## src/rtl/otter_reg_file_wb.sv

```systemverilog
// -----------------------------------------------------------------------------
// otter_reg_file_wb
//
// Purpose:
//   32 x XLEN integer register file with an integrated write-back source mux
//   and load-data sizing. The decoder supplies addresses and selects. RS1 and
//   RS2 feed the ALU operand-select stage. The write side commits one register
//   per rising clock edge. x0 is hard-wired to zero and has no storage.
//
// Ports:
//   CLK          system clock, all state updates on the rising edge
//   RST_N        asynchronous active-low reset, clears every register
//   ADR1/ADR2    read addresses (combinational read ports)
//   WA           write address
//   REG_WRITE    write enable
//   RF_WR_SEL    write-back source: 00 PC_PLUS4, 01 CSR_RD,
//                10 sized MEM_DOUT, 11 ALU_RESULT
//   PC_PLUS4     return address for JAL/JALR
//   CSR_RD       CSR read data
//   MEM_DOUT     raw word-aligned load data
//   MEM_FUNCT3   load size/sign (LB, LH, LW, LBU, LHU; other codes act as LW)
//   MEM_ADDR_LO  low two bits of the load byte address
//   ALU_RESULT   ALU output
//   RS1/RS2      read data
//   WD           selected, sized write-back value (debug visibility)
//
// Configuration:
//   RF_WRITE_BYPASS_EN - when defined, a read of the register being written
//   in the same cycle returns WD (write-first forwarding). When undefined,
//   such a read returns the old register contents.
// -----------------------------------------------------------------------------
module otter_reg_file_wb #(
  parameter int XLEN  = 32,
  parameter int NREGS = 32,
  parameter int AW    = $clog2(NREGS)
) (
  input  logic            CLK,
  input  logic            RST_N,
  input  logic [AW-1:0]   ADR1,
  input  logic [AW-1:0]   ADR2,
  input  logic [AW-1:0]   WA,
  input  logic            REG_WRITE,
  input  logic [1:0]      RF_WR_SEL,
  input  logic [XLEN-1:0] PC_PLUS4,
  input  logic [XLEN-1:0] CSR_RD,
  input  logic [XLEN-1:0] MEM_DOUT,
  input  logic [2:0]      MEM_FUNCT3,
  input  logic [1:0]      MEM_ADDR_LO,
  input  logic [XLEN-1:0] ALU_RESULT,
  output logic [XLEN-1:0] RS1,
  output logic [XLEN-1:0] RS2,
  output logic [XLEN-1:0] WD
);

  // Storage only for x1..x(NREGS-1). Reads of x0 are forced to zero.
  logic [XLEN-1:0] regs [1:NREGS-1];

  logic [7:0]      load_byte;
  logic [15:0]     load_half;
  logic [XLEN-1:0] load_sized;
  logic            wr_en;

  // A write to x0 is discarded, so it never counts as a write.
  assign wr_en = REG_WRITE && (WA != '0);

  // ---------------------------------------------------------------------------
  // Load sizing. The byte lane is picked by both address bits. The halfword
  // lane is picked by bit 1 only. A misaligned LH therefore uses the lane that
  // contains its address and raises no trap.
  // ---------------------------------------------------------------------------
  always_comb begin
    load_byte = MEM_DOUT[7:0];
    case (MEM_ADDR_LO)
      2'd0:    load_byte = MEM_DOUT[7:0];
      2'd1:    load_byte = MEM_DOUT[15:8];
      2'd2:    load_byte = MEM_DOUT[23:16];
      default: load_byte = MEM_DOUT[31:24];
    endcase
  end

  assign load_half = MEM_ADDR_LO[1] ? MEM_DOUT[31:16] : MEM_DOUT[15:0];

  always_comb begin
    load_sized = MEM_DOUT;
    case (MEM_FUNCT3)
      3'b000:  load_sized = {{(XLEN-8){load_byte[7]}}, load_byte};
      3'b001:  load_sized = {{(XLEN-16){load_half[15]}}, load_half};
      3'b100:  load_sized = {{(XLEN-8){1'b0}}, load_byte};
      3'b101:  load_sized = {{(XLEN-16){1'b0}}, load_half};
      // LW and the undefined encodings pass the raw word through.
      default: load_sized = MEM_DOUT;
    endcase
  end

  // ---------------------------------------------------------------------------
  // Write-back source mux. All four codes are defined, so there is no X path.
  // ---------------------------------------------------------------------------
  always_comb begin
    WD = ALU_RESULT;
    case (RF_WR_SEL)
      2'b00:   WD = PC_PLUS4;
      2'b01:   WD = CSR_RD;
      2'b10:   WD = load_sized;
      default: WD = ALU_RESULT;
    endcase
  end

  // ---------------------------------------------------------------------------
  // Register storage. Each register has its own flop process. The array must
  // clear asynchronously, so it is built from flops and not from block RAM.
  // ---------------------------------------------------------------------------
  generate
    for (genvar gi = 1; gi < NREGS; gi++) begin : g_reg
      always_ff @(posedge CLK or negedge RST_N) begin
        if (!RST_N) begin
          regs[gi] <= '0;
        end else if (wr_en && (WA == AW'(gi))) begin
          regs[gi] <= WD;
        end
      end
    end
  endgenerate

  // ---------------------------------------------------------------------------
  // Read ports. These are combinational with zero latency, and x0 reads zero.
  // ---------------------------------------------------------------------------
  always_comb begin
    RS1 = '0;
    if (ADR1 != '0) begin
`ifdef RF_WRITE_BYPASS_EN
      if (wr_en && (ADR1 == WA)) RS1 = WD;
      else                       RS1 = regs[ADR1];
`else
      RS1 = regs[ADR1];
`endif
    end
  end

  always_comb begin
    RS2 = '0;
    if (ADR2 != '0) begin
`ifdef RF_WRITE_BYPASS_EN
      if (wr_en && (ADR2 == WA)) RS2 = WD;
      else                       RS2 = regs[ADR2];
`else
      RS2 = regs[ADR2];
`endif
    end
  end

endmodule

```

## config.mk

```make
export PLATFORM = sky130hd
export DESIGN_NAME = otter_reg_file_wb
export DESIGN_NICKNAME = d
export VERILOG_FILES = /design/src/rtl/otter_reg_file_wb.sv
export SDC_FILE = /design/constraint.sdc
export NUM_CORES = 2
export LEC_CHECK = 0
export CORE_UTILIZATION = 60
export DETAILED_ROUTE_END_ITERATION = 12
export PLACE_DENSITY_LB_ADDON = 0.3
export SLEW_MARGIN = 20
export SYNTH_ARGS = -nofsm -noshare
export SYNTH_HDL_FRONTEND = slang
export SYNTH_SLANG_ARGS = --single-unit
```

## constraint.sdc

```tcl
create_clock -name CLK -period 7.67 [get_ports CLK]
set_input_delay 2.301 -clock CLK [delete_from_list [all_inputs] [get_ports CLK]]
set_output_delay 2.301 -clock CLK [all_outputs]
set_load 0.1 [all_outputs]
```

==> flow_metrics.env <==
export IMPL_status="finished, final reports clean"
export IMPL_syn_inst=4948
export IMPL_synth_flop_cell="dfrtp_1"
export IMPL_postCtsHoldBufs=0
export IMPL_layout_drive_gt1_share_pct=23.0
export IMPL_wl_mm=178
export IMPL_async_reset_ff_share_pct=100
export IMPL_power_density_nw_per_um2=283
export IMPL_clock_path_buffers=3
export IMPL_fin_skew_ns=0
export IMPL_die_h_um=303
export IMPL_clock_latency_ns=0.68
export IMPL_largest_register_ffs=992
export IMPL_drc=0
export IMPL_cap_violations=0
export IMPL_placementRows=110
export IMPL_post_drt_wl_per_cell_um=28.4
export IMPL_drt_iter0_drc=6005
export IMPL_r2r_cells=1
export IMPL_cp_required_ns=5.37
export IMPL_cts_buffers=103
export IMPL_ys_ff_latch=992
export IMPL_avgSynthCellArea_um2=11.0
export IMPL_p_total_mw=17.9
export IMPL_clk_pin_slew_ns=0.06
export IMPL_grt_overflow_total=0
export IMPL_grt_use_total_pct=38.9
export IMPL_dr_pass1_iters=6
export IMPL_path_class="in2out"
export IMPL_yosysTopAreaCell="dfrtp_1"
export IMPL_nets=5161
export IMPL_grt_antenna_before_repair=11
export IMPL_start_util_pct=60.5
export IMPL_power_leakage_nw=26.8
export IMPL_top_regs="regs x992"
export IMPL_drv_slew=0
export IMPL_grt_max_degree=178
export IMPL_synth_top_area_share_pct=45.6
export IMPL_numClockSinks=992
export IMPL_tightest_slew_ns=1.04
export IMPL_cts_tree="built"
export IMPL_peakVddDrop_uv=176
export IMPL_timing_fmax_ghz=0.133
export IMPL_cts_resized=0
export IMPL_crit_path_max_fanout=36
export IMPL_coreArea_um2=89900
export IMPL_top_register="regs"
export IMPL_cts_setup_buffers=0
export IMPL_worst_setup_path_end_kind="output pin"
export IMPL_grt_pass1_vias=42900
export IMPL_synth_edf_count=0
export IMPL_fillers=6026
export IMPL_report_final_setup_viol=0
export IMPL_dieArea_um2=91900
export IMPL_min_period_ns=7.51
export IMPL_viasPerCell=7.06
export IMPL_die_x_um=303
export IMPL_hold_viol=0
export IMPL_hold_class="reg2reg"
export IMPL_ios=249
export IMPL_hold_path_depth=2
export IMPL_synth_area_leaders="dfrtp_1 46%, mux4_2 18%, nand2_1 4.4%"
export IMPL_cts_root_buf="clkbuf_16"
export IMPL_vias=44200
export IMPL_syn_num_nets=5101
export IMPL_ys_types=61
export IMPL_arrival_ns=5.21
export IMPL_area_delta_synth_final_pct=16.0
export IMPL_setup_tns_ns=0
export IMPL_gp_congestion=0.957
export IMPL_grt_pass1_wl_mm=265
export IMPL_synth_seq_area_share_pct=45.6
export IMPL_synth_cell_area_um2=54400
export IMPL_critPathLaunchType="input pin"
export IMPL_relSlewSlack_pct=29.9
export IMPL_hpwl_mm=113
export IMPL_port_buffers=248
export IMPL_ant_nets=0
export IMPL_cts_htree_levels=3
export IMPL_ys_warn_count=0
export IMPL_period_share_pct=98.0
export IMPL_grt_setup_unrepaired="false"
[per-stage QoR]
| stage | util [%] | instances | setup slack (ns) | hold slack, ns | cell area (µm²) |
|---|---|---|---|---|---|
| 2_1_floorplan | - | 4948 | 0.454 | 0.459 | 54600 |
| 3_3_place_gp | 66.2 | 6079 | 0.268 | 0.472 | 59500 |
| 3_5_place_dp | 66.2 | 6079 | 0.269 | 0.481 | 59500 |
| 4_1_cts | 70.2 | 6261 | 0.211 | 0.494 | 63100 |
| 5_1_grt | 70.2 | 6264 | 0.126 | 0.516 | 63100 |
| 6_report | 70.2 | 6266 | 0.155 | 0.496 | 63100 |
[cell families after synthesis]
family,after synthesis,synth area share (%)
AO/OA/AOI/OAI,1405,16.4
buffers and inverters,560,4.67
multiplexers,752,23.8
AND/OR/NAND/NOR,1239,9.43
flip-flops,992,45.6
[area by class of cell]
type | count | area, µm² | share of cell area (%)
Multi-Input combinational cell | 3396 | 27600 | 43.6
Sequential cell | 992 | 24800 | 39.3
Clock buffer | 150 | 3030 | 4.79
Inverter | 31 | 116 | 0.184
Antenna cell | 5 | 12.5 | 0.0198
Clock inverter | 32 | 508 | 0.805
Timing Repair Buffer | 484 | 5620 | 8.90
Tap cell | 1176 | 1470 | 2.33
[layout by cell type (no fill, tap or decap), types with 93 or more instances in the layout]
cell type        count
mux2i_1            224
mux4_2             424
buf_12             128
o21ai_0            382
a21oi_1            311
o31ai_1            217
clkdlybuf4s50_1    140
buf_4              208
a31oi_1             93
clkbuf_16          105
nand2_1            635
mux2_2             103
dfrtp_1            992
nor2_1             454
a22o_1              95
[cell usage after synthesis, types with 11 or more instances]
master      n
mux2_2    103
buf_1      20
o31ai_1   249
nor2_1    484
a211oi_1   34
o21ai_1    11
a22o_1     95
a211o_1    38
mux2i_1   224
a22oi_1    33
o21a_1     12
mux4_2    424
o21ai_2    19
inv_1      31
and2_1     35
a21oi_1   315
clkbuf_1  317
nand4b_1   14
o21ai_0   383
nand2_1   636
buf_6      16
a31oi_1    93
o22ai_1    68
nand2b_1   13
buf_4      39
dfrtp_1   992
buf_2     137
[report_power, final]
part / internal (mW) / switching [mW] / total (mW)
combinational: 2.38 / 2.87 / 5.25
sequential: 6.42 / 0.944 / 7.36
clock: 3.10 / 2.16 / 5.26
total: 11.9 / 5.97 / 17.9
[layer usage]
metal	global-route usage [%]	up-vias	wire, µm
li1	-	18500	-
met4	20.2	12	10100
met3	12.3	558	24000
met5	0	-	76
met2	56.2	2969	78300
met1	53.2	22200	65400
[critical path, cell delays in order]
cell     delay [ns]
buf_8          0.37
buf_12         0.26
buf_4          0.19
mux4_2         0.53
a22o_1         0.28
o21ai_0        0.68
o31ai_2        0.31
buf_12         0.26
[final timing paths]
kind / from / endpoint / slack, ns
min in group asynchronous: RST_N / regs[793] / 1.64
min reg2reg: regs[610] / regs[610] / 0.50
max: ADR2[0] / RS2[27] / 0.16
min: regs[610] / regs[610] / 0.50
max reg2reg: regs[717] / regs[717] / 6.87
max in group asynchronous: RST_N / regs[116] / 4.56
(Power assumes the default switching activity.)
